$ cat src/rtl/fb_axi_regfile.sv
// AXI4 slave register bank: N_RW writable control registers followed by N_RO status words.
// Independent write (AW/W/B) and read (AR/R) engines; every beat addresses the next word.
module fb_axi_regfile #(
    parameter int                    ADDR_WIDTH = 40,
    parameter int                    ID_WIDTH   = 6,
    parameter logic [ADDR_WIDTH-1:0] BASE_ADDR  = ADDR_WIDTH'(40'hA000_0000),
    parameter int                    N_RW       = 8,
    parameter int                    N_RO       = 4
) (
    input  logic                       clk,
    input  logic                       rstn,
    input  logic [ID_WIDTH-1:0]        s_axi_awid,
    input  logic [ADDR_WIDTH-1:0]      s_axi_awaddr,
    input  logic [7:0]                 s_axi_awlen,
    input  logic [2:0]                 s_axi_awsize,
    input  logic [1:0]                 s_axi_awburst,
    input  logic                       s_axi_awlock,
    input  logic [3:0]                 s_axi_awcache,
    input  logic [2:0]                 s_axi_awprot,
    input  logic                       s_axi_awvalid,
    output logic                       s_axi_awready,
    input  logic [31:0]                s_axi_wdata,
    input  logic [3:0]                 s_axi_wstrb,
    input  logic                       s_axi_wlast,
    input  logic                       s_axi_wvalid,
    output logic                       s_axi_wready,
    output logic [ID_WIDTH-1:0]        s_axi_bid,
    output logic [1:0]                 s_axi_bresp,
    output logic                       s_axi_bvalid,
    input  logic                       s_axi_bready,
    input  logic [ID_WIDTH-1:0]        s_axi_arid,
    input  logic [ADDR_WIDTH-1:0]      s_axi_araddr,
    input  logic [7:0]                 s_axi_arlen,
    input  logic [2:0]                 s_axi_arsize,
    input  logic [1:0]                 s_axi_arburst,
    input  logic                       s_axi_arlock,
    input  logic [3:0]                 s_axi_arcache,
    input  logic [2:0]                 s_axi_arprot,
    input  logic                       s_axi_arvalid,
    output logic                       s_axi_arready,
    output logic [ID_WIDTH-1:0]        s_axi_rid,
    output logic [31:0]                s_axi_rdata,
    output logic [1:0]                 s_axi_rresp,
    output logic                       s_axi_rlast,
    output logic                       s_axi_rvalid,
    input  logic                       s_axi_rready,
    output logic [N_RW-1:0][31:0]      reg_q,
    output logic [N_RW-1:0]            reg_wr_pulse,
    input  logic [N_RO-1:0][31:0]      sts_i
);

    typedef enum logic [1:0] {
        W_IDLE = 2'd0,
        W_DATA = 2'd1,
        W_RESP = 2'd2
    } w_state_t;

    typedef enum logic {
        R_IDLE = 1'b0,
        R_DATA = 1'b1
    } r_state_t;

    localparam logic [ADDR_WIDTH-1:0] N_RW_A  = ADDR_WIDTH'(N_RW);
    localparam logic [ADDR_WIDTH-1:0] N_MAP_A = ADDR_WIDTH'(N_RW + N_RO);

    // Word index relative to register 0; callers flag addresses below the base separately.
    function automatic logic [ADDR_WIDTH-1:0] word_idx(input logic [ADDR_WIDTH-1:0] addr);
        logic [ADDR_WIDTH-1:0] off;
        off = addr - BASE_ADDR;
        return off >> 2'd2;
    endfunction

    // ---------------- write engine ----------------
    w_state_t              w_state_r;
    w_state_t              w_state_nx_s;
    logic [ID_WIDTH-1:0]   w_id_r;
    logic [ADDR_WIDTH-1:0] w_idx_r;
    logic                  w_below_r;
    logic                  w_size_err_r;
    logic                  w_slverr_r;
    logic                  awready_r;
    logic                  wready_r;
    logic                  bvalid_r;
    logic [1:0]            bresp_r;
    logic [N_RW-1:0][31:0] reg_q_r;
    logic [N_RW-1:0]       reg_wr_pulse_r;
    logic                  aw_hs_s;
    logic                  w_hs_s;
    logic                  b_hs_s;
    logic                  w_ok_s;

    assign aw_hs_s = s_axi_awvalid & awready_r;
    assign w_hs_s  = s_axi_wvalid & wready_r;
    assign b_hs_s  = bvalid_r & s_axi_bready;
    assign w_ok_s  = !w_below_r && !w_size_err_r && (w_idx_r < N_RW_A);

    // Write FSM next-state decode.
    always_comb begin
        w_state_nx_s = w_state_r;
        case (w_state_r)
            W_IDLE: begin
                if (aw_hs_s) w_state_nx_s = W_DATA;
                else         w_state_nx_s = W_IDLE;
            end
            W_DATA: begin
                if (w_hs_s && s_axi_wlast) w_state_nx_s = W_RESP;
                else                       w_state_nx_s = W_DATA;
            end
            W_RESP: begin
                if (b_hs_s) w_state_nx_s = W_IDLE;
                else        w_state_nx_s = W_RESP;
            end
            default: w_state_nx_s = W_IDLE;
        endcase
    end

    // Write state, handshake outputs, register storage and write strobes.
    always_ff @(posedge clk or negedge rstn) begin
        if (!rstn) begin
            w_state_r      <= W_IDLE;
            w_id_r         <= {ID_WIDTH{1'b0}};
            w_idx_r        <= {ADDR_WIDTH{1'b0}};
            w_below_r      <= 1'b0;
            w_size_err_r   <= 1'b0;
            w_slverr_r     <= 1'b0;
            awready_r      <= 1'b0;
            wready_r       <= 1'b0;
            bvalid_r       <= 1'b0;
            bresp_r        <= 2'b00;
            reg_q_r        <= '0;
            reg_wr_pulse_r <= {N_RW{1'b0}};
        end else begin
            w_state_r      <= w_state_nx_s;
            awready_r      <= (w_state_nx_s == W_IDLE);
            wready_r       <= (w_state_nx_s == W_DATA);
            bvalid_r       <= (w_state_nx_s == W_RESP);
            reg_wr_pulse_r <= {N_RW{1'b0}};
            if (aw_hs_s) begin
                w_id_r       <= s_axi_awid;
                w_idx_r      <= word_idx(s_axi_awaddr);
                w_below_r    <= (s_axi_awaddr < BASE_ADDR);
                w_size_err_r <= (s_axi_awsize != 3'd2);
                w_slverr_r   <= (s_axi_awsize != 3'd2);
            end
            if (w_hs_s) begin
                w_idx_r <= w_idx_r + ADDR_WIDTH'(1);
                if (!w_ok_s) begin
                    w_slverr_r <= 1'b1;
                end
                // Error status is sticky across the burst and reported once on the B channel.
                if (s_axi_wlast) begin
                    bresp_r <= (w_slverr_r || !w_ok_s) ? 2'b10 : 2'b00;
                end
                for (int i = 0; i < N_RW; i++) begin
                    if (w_ok_s && (w_idx_r == ADDR_WIDTH'(i))) begin
                        reg_wr_pulse_r[i] <= 1'b1;
                        for (int b = 0; b < 4; b++) begin
                            if (s_axi_wstrb[b]) begin
                                reg_q_r[i][8*b +: 8] <= s_axi_wdata[8*b +: 8];
                            end
                        end
                    end
                end
            end
        end
    end

    // ---------------- read engine ----------------
    r_state_t              r_state_r;
    r_state_t              r_state_nx_s;
    logic [ID_WIDTH-1:0]   rid_r;
    logic [ADDR_WIDTH-1:0] r_idx_r;
    logic                  r_below_r;
    logic                  r_err_r;
    logic [7:0]            r_cnt_r;
    logic                  arready_r;
    logic                  rvalid_r;
    logic [31:0]           rdata_r;
    logic [1:0]            rresp_r;
    logic                  rlast_r;
    logic                  ar_hs_s;
    logic                  r_hs_s;
    logic                  r_load_s;
    logic [ADDR_WIDTH-1:0] rb_idx_s;
    logic                  rb_below_s;
    logic                  rb_err_s;
    logic [7:0]            rb_cnt_s;
    logic                  rb_ok_s;
    logic [31:0]           rb_mux_s;
    logic [31:0]           rb_data_s;
    logic [1:0]            rb_resp_s;

    assign ar_hs_s = s_axi_arvalid & arready_r;
    assign r_hs_s  = rvalid_r & s_axi_rready;

    // Read FSM next-state decode.
    always_comb begin
        r_state_nx_s = r_state_r;
        case (r_state_r)
            R_IDLE: begin
                if (ar_hs_s) r_state_nx_s = R_DATA;
                else         r_state_nx_s = R_IDLE;
            end
            R_DATA: begin
                if (r_hs_s && (r_cnt_r == 8'd0)) r_state_nx_s = R_IDLE;
                else                             r_state_nx_s = R_DATA;
            end
            default: r_state_nx_s = R_IDLE;
        endcase
    end

    // Address context of the beat to load: beat 0 comes straight from AR, later beats advance.
    always_comb begin
        if (r_state_r == R_IDLE) begin
            rb_idx_s   = word_idx(s_axi_araddr);
            rb_below_s = (s_axi_araddr < BASE_ADDR);
            rb_err_s   = (s_axi_arsize != 3'd2);
            rb_cnt_s   = s_axi_arlen;
            r_load_s   = ar_hs_s;
        end else begin
            rb_idx_s   = r_idx_r + ADDR_WIDTH'(1);
            rb_below_s = r_below_r;
            rb_err_s   = r_err_r;
            rb_cnt_s   = r_cnt_r - 8'd1;
            r_load_s   = r_hs_s && (r_cnt_r != 8'd0);
        end
    end

    // Read data mux over RW registers and status words; unmapped words read as zero.
    always_comb begin
        rb_mux_s = 32'h0000_0000;
        for (int i = 0; i < N_RW; i++) begin
            rb_mux_s = rb_mux_s | ({32{rb_idx_s == ADDR_WIDTH'(i)}} & reg_q_r[i]);
        end
        for (int i = 0; i < N_RO; i++) begin
            rb_mux_s = rb_mux_s | ({32{rb_idx_s == ADDR_WIDTH'(N_RW + i)}} & sts_i[i]);
        end
        rb_ok_s   = !rb_below_s && !rb_err_s && (rb_idx_s < N_MAP_A);
        rb_data_s = rb_ok_s ? rb_mux_s : 32'h0000_0000;
        rb_resp_s = rb_ok_s ? 2'b00 : 2'b10;
    end

    // Read state, handshake outputs and registered beat payload.
    always_ff @(posedge clk or negedge rstn) begin
        if (!rstn) begin
            r_state_r <= R_IDLE;
            rid_r     <= {ID_WIDTH{1'b0}};
            r_idx_r   <= {ADDR_WIDTH{1'b0}};
            r_below_r <= 1'b0;
            r_err_r   <= 1'b0;
            r_cnt_r   <= 8'd0;
            arready_r <= 1'b0;
            rvalid_r  <= 1'b0;
            rdata_r   <= 32'h0000_0000;
            rresp_r   <= 2'b00;
            rlast_r   <= 1'b0;
        end else begin
            r_state_r <= r_state_nx_s;
            arready_r <= (r_state_nx_s == R_IDLE);
            rvalid_r  <= (r_state_nx_s == R_DATA);
            if (ar_hs_s) begin
                rid_r <= s_axi_arid;
            end
            if (r_load_s) begin
                r_idx_r   <= rb_idx_s;
                r_below_r <= rb_below_s;
                r_err_r   <= rb_err_s;
                r_cnt_r   <= rb_cnt_s;
                rdata_r   <= rb_data_s;
                rresp_r   <= rb_resp_s;
                rlast_r   <= (rb_cnt_s == 8'd0);
            end
        end
    end

    assign s_axi_awready = awready_r;
    assign s_axi_wready  = wready_r;
    assign s_axi_bvalid  = bvalid_r;
    assign s_axi_bid     = w_id_r;
    assign s_axi_bresp   = bresp_r;
    assign s_axi_arready = arready_r;
    assign s_axi_rvalid  = rvalid_r;
    assign s_axi_rid     = rid_r;
    assign s_axi_rdata   = rdata_r;
    assign s_axi_rresp   = rresp_r;
    assign s_axi_rlast   = rlast_r;
    assign reg_q         = reg_q_r;
    assign reg_wr_pulse  = reg_wr_pulse_r;

    // Burst length, burst type and protection attributes have no effect on this slave.
    logic unused_s;
    assign unused_s = ^{s_axi_awlen, s_axi_awburst, s_axi_awlock, s_axi_awcache, s_axi_awprot,
                        s_axi_arburst, s_axi_arlock, s_axi_arcache, s_axi_arprot};

endmodule

$ cat config.mk
export PLATFORM = sky130hd
export DESIGN_NAME = fb_axi_regfile
export DESIGN_NICKNAME = d
export VERILOG_FILES = /design/src/rtl/fb_axi_regfile.sv
export SDC_FILE = /design/constraint.sdc
export NUM_CORES = 1
export LEC_CHECK = 0
export ABC_AREA = 1
export CAP_MARGIN = 0
export CORE_AREA = 2 2 240 242
export CTS_CLUSTER_SIZE = 25
export DETAILED_ROUTE_END_ITERATION = 8
export DIE_AREA = 0 0 242 244
export PLACE_DENSITY = 0.76
export SKIP_LAST_GASP = 1
export SLEW_MARGIN = 10
export SYNTH_ARGS = -nofsm -noshare
export SYNTH_HDL_FRONTEND = slang
export SYNTH_SLANG_ARGS = --single-unit
$ cat constraint.sdc
create_clock -name clk -period 6.5 [get_ports clk]
set_input_delay 1.3 -clock clk [delete_from_list [all_inputs] [get_ports clk]]
set_output_delay 1.3 -clock clk [all_outputs]
set_load 0.01 [all_outputs]
==> run summary <==
Number of core rows -> 87
RSZ-0062 raised after global routing -> false
First-pass GRT wire length -> 141000 um
Gpl congestion -> 0.974
Reg2Reg Setup Slack -> 1990 ps
Final wirelength -> 94600 um
Crit-path max cell delay -> 1050 ps
Most frequent CP cell -> nand2_1
Most frequent cells in the layout -> nand2_1, clkdlybuf4s50_1, nand3_1, dfrtp_1, o21ai_0
CTS tree -> yes
Slew Viols, Final -> 0
Worst path required time -> 7030 ps
Hold Crit Start -> s_axi_rdata[17]
DR iter-0 viols -> 2510
RR Startpoint -> r_idx_r[0]
Total power -> 7.95 mW
CTS Sinks -> 411
DP HPWL -> 67800 um
First drt pass iteration count -> 6
Yosys reg bits -> 411
Slew @ Worst Pin -> 1210 ps
Fraction of layout cells with a size suffix above 1 -> 4.87%
Reg2reg end -> s_axi_rdata[13]
Final period util -> 77.2%
H-tree Lvls -> 2
DRC Markers -> 0
Non-Filler Instances -> 4393
Vias in the first global route -> 22400
Tmin final -> 5020 ps
Delay-heaviest family, CP -> simple AND/OR/NAND/NOR gates
Setup CP Type -> primary input to flip-flop
Unique cell type count in the Yosys netlist -> 46
Maximum clock frequency -> 199 MHz
Syn_area_per_cell -> 7.28 um^2
Layout fillers -> 5343
Final Skew -> 25.2 ps
Buffers & Inverters on Critical Path -> 2
I/O pin count -> 624
Largest net degree at the start of global routing -> 162
Status -> complete, no violations
Placed cell count -> 4309
Die ar. -> 59000 um^2
Ys flop type -> dfrtp_1
Post-synth EDFFs -> 0
Nets -> 3917
Placeable Area -> 56200 um^2
Antenna Nets Post-Route -> 0
End of the worst hold path -> s_axi_rdata[17]
Max-cap violations -> 0
Crit path capture type -> flip-flop
Global route overflow -> 0
Peak supply drop -> 0.000294 V
Critical Path AT -> 5550 ps
Die Height -> 244 um
Sum Neg Setup Slack -> 0 ps
Fin area -> 30500 um^2
Warnings, synthesis -> 0
Initial core utilization -> 40.0%
Async set-reset flop share out of synthesis -> 100%
Vias -> 23900
Setup violators final -> 0
Die Span X -> 242 um
Slowest-stage cell, CP -> nor2_4
Reg2Reg Depth -> 20
Placed instance area -> 28900 um^2
Startpoint type of the worst setup path -> primary input
Avg Vias per Cell -> 5.45
Avg WL per Cell -> 21.5 um
Commonest non-fill, non-tap cell in the layout -> nand2_1
Sequential element share of the synthesized area -> 45.8%
CTS clk-pin slew, worst paths -> 60 ps
Final Hold Vio Count -> 0
Antenna violations before repair -> 4
IO Port Bufs -> 589
Total track usage -> 31.2%
Relative slew slack -> 19.4%
Syn Std Cell Area -> 22500 um^2
Area grow syn2layout -> 35.7%
Gate Count Post-Synth -> 3088
HP Class -> flip-flop to flip-flop
# hold bufs at CTS -> 0
Root Driver -> clkbuf_16
Hold Crit Depth -> 2
Setup Fix Bufs, Post-CTS -> 0
Static Leak -> 13.8 nW
Clk_lat worst skew -> 600 ps
Post-CTS Resized -> 0
Pwr dens -> 261 nW/um^2
Worst path cell trace -> clkdlybuf4s50_1, o21ai_0, nand3_1, a21oi_1, o21ai_0, nand2_1, nand3_1, nor2_1, nand2_1, nor2_4, buf_4, nand3_1, nand2_1, nor2_1, nand3_1, nand2_1, nand2_1
Worst-path fanout max -> 22
Num CTS Buffers -> 48
Max Root-Sink Buffers -> 3
[how the worst max path moves through the flow]
stage | from | to | slack, ps | cells past startpoint
floorplan | s_axi_araddr[29] | s_axi_rdata[1] | 3180 | 22
global placement | s_axi_araddr[30] | s_axi_rdata[8] | 960 | 17
detailed placement | s_axi_araddr[30] | s_axi_rdata[22] | 920 | 17
CTS | s_axi_araddr[30] | s_axi_rdata[20] | 1530 | 17
global route | s_axi_araddr[29] | s_axi_rdata[26] | 1070 | 22
finish | s_axi_araddr[30] | s_axi_rdata[13] | 1480 | 17
[metal layers]
layer  wire length [um]  GRT usage [%]  share of wire [%]  vias up
li1                   -              -                  -    11300
met1              37900           40.8                 40    11300
met2              43600           50.6                 46     1163
met3               9180           7.12                9.7      207
met4               3790           11.7                4.0        6
met5                 46              0              0.049        -
[report_power, final]
part / switching (mW) / internal, mW / leakage (nW)
logic: 1.21 / 0.740 / 7.51
registers: 0.353 / 2.87 / 5.55
clock network: 1.14 / 1.64 / 0.785
total: 2.71 / 5.24 / 13.8
[metrics by stage]
stage | hold WS, ps | utilization [%] | setup WS [ps]
2_1_floorplan | 450 | - | 3180
5_1_grt | 494 | 54.3 | 1070
4_1_cts | 483 | 54.3 | 1530
3_3_place_gp | 460 | 51.4 | 957
6_report | 485 | 54.3 | 1480
3_5_place_dp | 464 | 51.4 | 925
[tightest hold or removal path: cells and delay by family (launching register included)]
family | cells | cell delay [ps]
DFF | 1 | 340
and+or+nand+nor | 2 | 110
[layout make-up]
type	count	area [um^2]	share of cell area, %
multi-input cells	2340	10800	35.4
flip-flops and latches	411	10300	33.7
repair buffers	620	6180	20.3
clock buffers	68	1390	4.55
well taps	756	946	3.10
inverters	182	683	2.24
clock inverters	15	194	0.636
diodes	1	2.50	0.00821
[logic make-up after synthesis]
group	Yosys count	share of synthesized area (%)
AO/OA/AOI/OAI	435	10.3
XOR/XNOR	18	0.702
adder cells (fa/ha/maj)	8	0.446
buffers and inverters	338	6.50
flip-flops	411	45.8
multiplexers	1	0.0446
other	1	0.0167
AND/OR/NAND/NOR	1876	36.2
[cells in the mapped netlist, types with 16 or more instances]
| library cell | count | share of area [%] |
|---|---|---|
| a21oi_1 | 21 | 0.47 |
| buf_2 | 49 | 1.1 |
| buf_4 | 31 | 1.0 |
| clkbuf_1 | 71 | 1.2 |
| dfrtp_1 | 411 | 46 |
| inv_1 | 177 | 3.0 |
| nand2_1 | 962 | 16 |
| nand3_1 | 547 | 12 |
| nand4_1 | 21 | 0.58 |
| nor2_1 | 232 | 3.9 |
| nor2_2 | 16 | 0.45 |
| nor3_1 | 28 | 0.62 |
| o21ai_0 | 337 | 7.5 |
| o21ai_1 | 21 | 0.47 |
| or2_2 | 23 | 0.64 |
[flip-flops by register name, summed over array words and instances, names as in the netlist, 2 cells and up]
register      count
reg_q           256
r_idx_r          40
w_idx_r          40
s_axi_rdata      32
r_cnt_r           8
reg_wr_pulse      8
s_axi_bid         6
s_axi_rid         6
w_state_r         2
Power figures use the tool's default switching activity.
